$ cat src/rtl/fifo_read_ctrl.sv
// rtl/fifo_read_ctrl.sv - FIFO read engine: rd_en issue, 2-entry skid buffer, valid/ready out, sticky underflow.
// Optional FIFO_RD_STATS_EN enables the rd_count delivered-word counter.
module fifo_read_ctrl #(
    parameter int DATA_WIDTH = 16,
    parameter int CNT_WIDTH  = 16
) (
    input  logic                  clk,
    input  logic                  rst,
    input  logic                  en,
    output logic                  fifo_rd_en,
    input  logic [DATA_WIDTH-1:0] fifo_data_out,
    input  logic                  fifo_empty,
    input  logic                  fifo_underflow,
    output logic                  m_valid,
    input  logic                  m_ready,
    output logic [DATA_WIDTH-1:0] m_data,
    output logic                  busy,
    output logic                  rd_err,
    input  logic                  err_clr,
    output logic [CNT_WIDTH-1:0]  rd_count
);

    typedef enum logic [1:0] {IDLE, RUN, STOP, ERR} state_t;

    state_t                state;
    logic                  inflight;
    logic [1:0]            occ;
    logic [DATA_WIDTH-1:0] slot1;
    logic                  pop;
    logic                  land;
    logic                  uf_land;

    assign m_valid = (occ != 2'd0);
    assign busy    = inflight || m_valid;
    assign pop     = m_valid && m_ready;
    assign land    = inflight && !fifo_underflow;
    assign uf_land = inflight && fifo_underflow;

    // A read is only issued when its word is guaranteed a buffer slot on landing.
    assign fifo_rd_en = (state == RUN) && !fifo_empty && !rst &&
                        ((({1'b0, occ} + {2'b00, inflight}) < 3'd2) || pop);

    always_ff @(posedge clk) begin
        if (rst) begin
            state    <= IDLE;
            inflight <= 1'b0;
            occ      <= 2'd0;
            m_data   <= '0;
            slot1    <= '0;
            rd_err   <= 1'b0;
        end else begin
            inflight <= fifo_rd_en;

            // m_data is the buffer head; slot1 is the second entry.
            if (pop && land) begin
                if (occ == 2'd2) begin
                    m_data <= slot1;
                    slot1  <= fifo_data_out;
                end else begin
                    m_data <= fifo_data_out;
                end
            end else if (pop) begin
                m_data <= slot1;
                occ    <= occ - 2'd1;
            end else if (land) begin
                if (occ == 2'd0) begin
                    m_data <= fifo_data_out;
                end else begin
                    slot1 <= fifo_data_out;
                end
                occ <= occ + 2'd1;
            end

            if (uf_land) begin
                rd_err <= 1'b1;
            end else if (err_clr) begin
                rd_err <= 1'b0;
            end

            case (state)
                IDLE: if (en && !rd_err) state <= RUN;
                RUN:  if (!en) state <= STOP;
                STOP: if (!inflight) state <= IDLE;
                ERR:  if (err_clr) state <= IDLE;
                default: state <= IDLE;
            endcase
            if (uf_land) begin
                state <= ERR;
            end
        end
    end

`ifdef FIFO_RD_STATS_EN
    always_ff @(posedge clk) begin
        if (rst) begin
            rd_count <= '0;
        end else if (pop) begin
            rd_count <= rd_count + CNT_WIDTH'(1);
        end
    end
`else
    assign rd_count = '0;
`endif

endmodule
$ cat config.mk
export PLATFORM = sky130hd
export DESIGN_NAME = fifo_read_ctrl
export DESIGN_NICKNAME = d
export VERILOG_FILES = /design/src/rtl/fifo_read_ctrl.sv
export SDC_FILE = /design/constraint.sdc
export NUM_CORES = 1
export LEC_CHECK = 0
export CAP_MARGIN = 20
export CORE_MARGIN = 3
export CORE_UTILIZATION = 53
export DETAILED_ROUTE_END_ITERATION = 8
export HOLD_SLACK_MARGIN = 0.05
export PLACE_DENSITY = 0.86
export SLEW_MARGIN = 20
export SYNTH_ARGS = -nofsm -noshare
export SYNTH_HDL_FRONTEND = slang
export SYNTH_SLANG_ARGS = --single-unit
$ cat constraint.sdc
create_clock -name clk -period 3.5 [get_ports clk]
set_input_delay 0.7 -clock clk [delete_from_list [all_inputs] [get_ports clk]]
set_output_delay 0.7 -clock clk [all_outputs]
set_load 0.01 [all_outputs]
==> summary.md, run 1 <==
| Metric | Value |
|---|---|
| Status | `complete, no violations` |
| Site Rows | `23` |
| Area of the die | `5080 sq um` |
| Instance count of the mapped netlist | `235` |
| Maximum fanout along the worst path | `33` |
| Commonest cells after routing, fill and taps aside | `clkdlybuf4s50_1, dfxtp_1, o31ai_1` |
| Cts repair resizes | `0` |
| Post-CTS Setup Repair Bufs | `0` |
| Kind of end point of the critical path | `output port` |
| Fraction of final layout cells sized beyond drive strength 1 | `0.133` |
| Flip-flop and latch count after synthesis | `38` |
| Maximum number of pins on one net before global-route repair | `39` |
| Global-route usage over all layers | `0.201` |
| Slack of the worst reg-to-reg path | `1310 ps` |
| Synthesized area per cell | `9.62 sq um` |
| Routed wire length | `5.12 mm` |
| Cell area power density | `360 nW/um^2` |
| Maximum capacitance violations | `0` |
| Time the final worst path needs with I/O delays and setup | `2870 ps` |
| Unrepaired setup endpoints after global routing | `false` |
| Number of clock sinks | `38` |
| Final nets | `287` |
| Cells traversed along the worst timing path | `nor2_2, buf_4, inv_1, buf_4, clkdlybuf4s50_1` |
| Hold path startpoint | `slot1[3]$_SDFFE_PP0P_` |
| Overall die width | `71.3 um` |
| Hpwl dp | `3.25 mm` |
| Area of all sequential standard cells | `761 sq um` |
| Final-report setup violation count | `0` |
| CTS tree | `yes` |
| Number of antenna violations at the first check in global routing | `0` |
| Maximum operating frequency | `348 MHz` |
| Most frequent standard cell in the layout excluding fill and tap cells | `clkdlybuf4s50_1` |
| Dominant cells by area after synthesis | `dfxtp_1, o31ai_1, clkbuf_8` |
| Critical Path Source Type | `flip-flop` |
| Critical path class | `reg2out` |
| Clock buffer count from CTS | `5` |
| Main combinational cell family by area after synthesis | `compound AO/OA/AOI/OAI gates` |
| Yosys warnings | `0` |
| Multi-input gate area | `1130 sq um` |
| Avg Vias per Cell | `6.26` |
| Final weighted congestion of routability-driven global placement | `0.833` |
| Post-Synth Simple-Gate Area | `0.145` |
| H-tree depth | `2` |
| Register-to-Register Path Depth | `7` |
| Clock edge transition at the registers on the reported setup and hold paths | `80 ps` |
| Starting utilization of the core area | `0.557` |
| Number of cells traversed by the worst hold path | `2` |
| Internal | `0.677 mW` |
| Final Skew | `6.75 ps` |
| Post-synth EDFFs | `0` |
| Proportion of register bits with asynchronous set or reset after synthesis | `0` |
| Reg-to-reg critical path endpoint | `m_data[5]$_SDFFE_PP0P_` |
| Xor/xnor cell area share of the yosys netlist | `0.00388` |
| Share of synthesized area spent on multiplexers | `0` |
| Reg2reg start | `occ[0]$_SDFFE_PP0P_` |
| Arrival time of data at the critical path endpoint | `2170 ps` |
| Count of hold-fix buffers inserted at cts | `0` |
| Count of input and output buffers | `42` |
| Part of the total power dissipated in sequential elements | `0.493` |
| Layout-stage area growth over the synthesis result | `13.3%` |
| Most frequently used flop master after synthesis | `dfxtp_1` |
| Sequential share of the synthesized area | `0.337` |
| Remaining global-route overflow | `0` |
| Sum of negative setup slack | `0 ps` |
| Number of buffers between clock root and the deepest sink | `2` |
| Switching part of the total | `0.266` |
| Wire length per cell after detailed routing | `16.3 um` |
| Cell with the biggest individual delay on the critical path | `clkdlybuf4s50_1` |
| Lkg Pwr | `0.790 nW` |
| Relative max-transition margin | `0.529` |
| Peak supply drop | `0.231 mV` |
| Yosys top cell area share | `0.337` |
| Final Slew Violations | `0` |
| DP Area | `2470 sq um` |
| DRT iter0 DRCs | `305` |
| Stage delay of the slowest cell on the critical path | `610 ps` |
| Total number of vias | `1966` |
| Biggest area consumer among synthesized cells | `dfxtp_1` |
| Vertical extent of the die | `71.3 um` |
| Number of global-route vias before repair | `1849` |
| Number of remaining DRC errors | `0` |
| Buffer cell driving the clock tree root | `clkbuf_8` |
| Worst hold path endpoint | `slot1[3]$_SDFFE_PP0P_` |
| Worst hold-check path type | `reg2reg` |
| Power spent charging and discharging nets | `0.246 mW` |
| Clock insertion delay at the later pin of the skew report | `290 ps` |
| Final critical-path share of the clock period | `0.821` |
| TritonRoute pass-1 iters | `4` |
| Cell area after synthesis | `2260 sq um` |
| Clock power share | `0.341` |
| Area of the core | `4060 sq um` |
| Final hold viol count | `0` |
| Wire length of the first global-routing pass | `8.38 mm` |
| Total inserted antenna cells | `0` |
| Fraction of the mapped netlist area in compound gates | `0.317` |
| Count of cell types in the netlist | `36` |
| Final ANT Viol Nets | `0` |
| Filler Cell Count | `337` |
| Adder-cell area share of the yosys netlist | `0.00554` |
| Combinational power share | `0.166` |
| Worst slew pin tran | `706 ps` |
| Design area | `2560 sq um` |
| Top-level I/O count | `59` |
| Critical path required time | `2800 ps` |
| Crit-path most repeated cell | `buf_4` |
[per-layer routing]
metal / global-route usage / routed length [um] / vias up
li1: - / - / 952
met5: 0 / 0 / -
met2: 0.320 / 2450 / 84
met1: 0.259 / 2180 / 917
met3: 0.0519 / 378 / 13
met4: 0.0856 / 102 / 0
[cells by family (layout without fill, tap and decap cells)]
kind of cell,count (synthesis),after routing
other,1,16
DFF,38,38
AOI/OAI and AO/OA,89,89
xor gates and xnor gates,1,1
and+or+nand+nor,55,55
buffers and inverters,50,64
adders and majority gates,1,1
[synth_stat cells, drive strengths merged (2+ instances only)]
cell and n:
dfxtp 38, o31ai 32, buf 30, a21oi 19, clkbuf 18, a311oi 16
nand4 16, nor3 16, o2111ai 16, nand2 4, nand2b 4, nor2 4
a31oi 2, and2 2, nand3b 2, nor4 2, o21ai 2, or2 2
[worst max-delay path by stage]
stage	startpoint	endpoint	slack, ps	depth (start not counted)
final	occ[0]$_SDFFE_PP0P_	m_valid	630	5
after global routing	occ[0]$_SDFFE_PP0P_	m_valid	530	5
after CTS	occ[0]$_SDFFE_PP0P_	m_valid	660	5
after detailed placement	fifo_underflow	m_data[8]$_SDFFE_PP0P_	420	7
after global placement	fifo_underflow	m_data[10]$_SDFFE_PP0P_	530	7
after floorplan	fifo_underflow	m_data[0]$_SDFFE_PP0P_	880	11
[worst max-delay path, delay by kind of cell, from the launching register on]
kind,cells,cell delay (ps)
buf+inv,4,1260
flops,1,570
simple gates,1,50
[power groups by stage]
stage,Combinational (mW),Clock (mW),Sequential [mW]
6_report,0.153,0.314,0.455
5_1_grt,0.165,0.330,0.457
4_1_cts,0.153,0.313,0.455
3_5_place_dp,0.152,0,0.465
3_3_place_gp,0.150,0,0.464
2_1_floorplan,0.108,0,0.467
[layout make-up]
class,instances,share of cell area
Clock buffer,7,0.0337
Clock inverter,1,0.00195
Inverter,2,0.00293
Multi-Input combinational cell,162,0.441
Sequential cell,38,0.297
Tap cell,50,0.0244
Timing Repair Buffer,54,0.199
[sequential cells by signal, summed over array words and instances, names as in the netlist]
register / cells
inflight: 1
m_data: 16
occ: 2
rd_err: 1
slot1: 16
state: 2
[stage by stage]
| stage | power (mW) | hold WS (ps) | instances | worst slack [ps] | util |
|---|---|---|---|---|---|
| global placement | 0.615 | 454 | 306 | 527 | 0.608 |
| CTS | 0.921 | 472 | 314 | 656 | 0.631 |
| global route | 0.952 | 492 | 314 | 534 | 0.631 |
| floorplan | 0.575 | 449 | 250 | 884 | - |
| detailed placement | 0.617 | 462 | 306 | 418 | 0.608 |
| finish | 0.923 | 472 | 314 | 626 | 0.631 |
Power figures use the tool's default switching activity.
==> run 2, diff against run 1 <==
Settings changed: CORE_UTILIZATION 53 to 44, PLACE_DENSITY 0.86 to 0.76.
Clock period 3.5 ns to 2.6 ns, I/O delays scaled along.
==> run 2 against run 1 <==
Compared with the run above: sequential power increased by 35%; first-iteration DRC count down 32%; via count is 0.10% lower; cell count increased by 7.3%; largest cell class unchanged.
==> summary.md, run 2 (synthesis results as in run 1) <==
| Metric | Value |
|---|---|
| CP delay by family, top | `buffers and inverters` |
| Area of the die | `6030 sq um (+19%)` |
| Final Slew Violations | `0 (unchanged)` |
| Final ANT Viol Nets | `0 (unchanged)` |
| Maximum operating frequency | `411 MHz` |
| Global-route usage over all layers | `0.174 (-0.0271)` |
| Site Rows | `25 (+8.7%)` |
| Status | `complete, no violations` |
| Final Skew | `7.18 ps (+0.426 ps)` |
| Worst hold-check path type | `reg2reg` |
| Commonest cells after routing, fill and taps aside | `clkdlybuf4s50_1, dfxtp_1, o31ai_1` |
| Cell area power density | `472 nW/um^2 (+31%)` |
| Buffer cell driving the clock tree root | `clkbuf_8` |
| Buffers and inverters on the worst path | `2 (-2)` |
| Final critical-path share of the clock period | `0.936` |
| Hpwl dp | `3.43 mm (+5.4%)` |
| CTS tree | `yes` |
| Maximum number of pins on one net before global-route repair | `39 (unchanged)` |
| Critical Path Source Type | `input pin` |
| Clock edge transition at the registers on the reported setup and hold paths | `70 ps (about the same)` |
| Final nets | `293 (+2.1%)` |
| Design area | `2640 sq um (+3.2%)` |
| Peak supply drop | `0.190 mV (-18%)` |
| Cell with the biggest individual delay on the critical path | `clkdlybuf4s50_1` |
| Most frequent standard cell in the layout excluding fill and tap cells | `clkdlybuf4s50_1` |
| Vertical extent of the die | `77.7 um (+8.9%)` |
| H-tree depth | `2 (unchanged)` |
| Unrepaired setup endpoints after global routing | `false` |
| Maximum fanout along the worst path | `3 (-91%)` |
| Arrival time of data at the critical path endpoint | `1910 ps (-260 ps)` |
| Wire length per cell after detailed routing | `15.5 um (-5.1%)` |
| Clock buffer count from CTS | `5 (unchanged)` |
| Biggest registers after layout | `m_data (16), slot1 (16)` |
| Final hold viol count | `0 (unchanged)` |
| Reg2reg start | `occ[0]$_SDFFE_PP0P_` |
| Final weighted congestion of routability-driven global placement | `0.790 (-5.2%)` |
| Layout-stage area growth over the synthesis result | `16.9%` |
| Sum of negative setup slack | `0 ps (unchanged)` |
| Startpoint of the most critical setup path | `m_ready` |
| Number of clock sinks | `38 (unchanged)` |
| Filler-free cell count of the finished design | `337 (+7.3%)` |
| Time the final worst path needs with I/O delays and setup | `2430 ps` |
| Stage delay of the slowest cell on the critical path | `580 ps (-30 ps)` |
| Number of buffers between clock root and the deepest sink | `2 (unchanged)` |
| Kind of end point of the critical path | `output port` |
| Lkg Pwr | `0.826 nW (+4.6%)` |
| Post-layout worst setup margin | `167 ps (-459 ps)` |
| Number of antenna violations at the first check in global routing | `0 (unchanged)` |
| Count of hold-fix buffers inserted at cts | `0 (unchanged)` |
| Wire length of the first global-routing pass | `8.49 mm (+1.3%)` |
| Critical path class | `in2out` |
| Maximum capacitance violations | `0 (unchanged)` |
| Total number of vias | `1964 (-0.10%)` |
| Fraction of final layout cells sized beyond drive strength 1 | `0.152 (+0.0193)` |
| Hold path startpoint | `slot1[6]$_SDFFE_PP0P_` |
| Final-report setup violation count | `0 (unchanged)` |
| Cells traversed along the worst timing path | `clkdlybuf4s50_1, nor2_1, nor4_1, clkdlybuf4s50_1` |
| Starting utilization of the core area | `0.466 (-0.0908)` |
| Cts repair resizes | `0 (unchanged)` |
| DRT iter0 DRCs | `206 (-32%)` |
| Crit-path most repeated cell | `clkdlybuf4s50_1` |
| Total inserted antenna cells | `0 (unchanged)` |
| Relative max-transition margin | `0.471 (-0.0581)` |
| Count of input and output buffers | `42 (unchanged)` |
| Worst slew pin tran | `793 ps (+87.1 ps)` |
| Remaining global-route overflow | `0 (unchanged)` |
| Cells after DPL | `329 (+7.5%)` |
| Critical path required time | `2080 ps (-720 ps)` |
| TritonRoute pass-1 iters | `4 (unchanged)` |
| Top-level I/O count | `59 (unchanged)` |
| DP Area | `2550 sq um (+3.2%)` |
| Post-CTS Setup Repair Bufs | `0 (unchanged)` |
| Number of remaining DRC errors | `0 (unchanged)` |
| Number of global-route vias before repair | `1747 (-5.5%)` |
| Overall die width | `77.7 um (+8.9%)` |
| Worst slack on hold paths | `471 ps (-0.623 ps)` |
| Routed wire length | `5.21 mm (+1.9%)` |
| Clock insertion delay at the later pin of the skew report | `290 ps (about the same)` |
| Area of the core | `4850 sq um (+19%)` |
| Avg Vias per Cell | `5.83 (-6.9%)` |
| Worst slack after detailed placement | `125 ps (-294 ps)` |
==> run 2: worst min-delay path: stages, from the launching register on <==
cell	delay [ps]
dfxtp_1	310
o31ai_1	60
a21oi_1	60
==> run 2: cell type report <==
class,count,area [sq um]
Fill cell,455,2210
Multi-Input combinational cell,162,1130
Sequential cell,38,761
Timing Repair Buffer,60,568
Tap cell,67,83.8
Clock buffer,6,82.6
Clock inverter,2,12.5
Inverter,2,7.51
==> run 2: routing by layer <==
metal  share of wire  GRT usage  vias up
met3           0.062     0.0255        7
li1                -          -      965
met4           0.019     0.0783        0
met1            0.43      0.224      908
met2            0.49      0.288       84
met5               0          0        -
==> run 2: worst paths after layout <==
kind | end | slack [ps] | cells past startpoint
worst min-delay path | slot1[6]$_SDFFE_PP0P_ | 470 | 2
worst min register to register | slot1[6]$_SDFFE_PP0P_ | 470 | 2
worst max-delay path | fifo_rd_en | 170 | 4
worst max register to register | m_data[1]$_SDFFE_PP0P_ | 610 | 7
==> run 2: report_power, final <==
group / internal [mW] / switching, mW
Clock: 0.213 / 0.214
Combinational: 0.0999 / 0.109
Sequential: 0.599 / 0.0128
==> run 2: stage by stage <==
| step | util | power, mW |
|---|---|---|
| floorplan | - | 0.774 |
| finish | 0.545 | 1.25 |
| global placement | 0.525 | 0.831 |
| CTS | 0.545 | 1.26 |
| global route | 0.545 | 1.30 |
| detailed placement | 0.525 | 0.834 |
==> run 3, diff against run 2 <==
Settings changed: HOLD_SLACK_MARGIN 0.05 to 0.06.
==> results of run 3 <==
No change in the layout: final DEF, timing and power equal those of run 2.
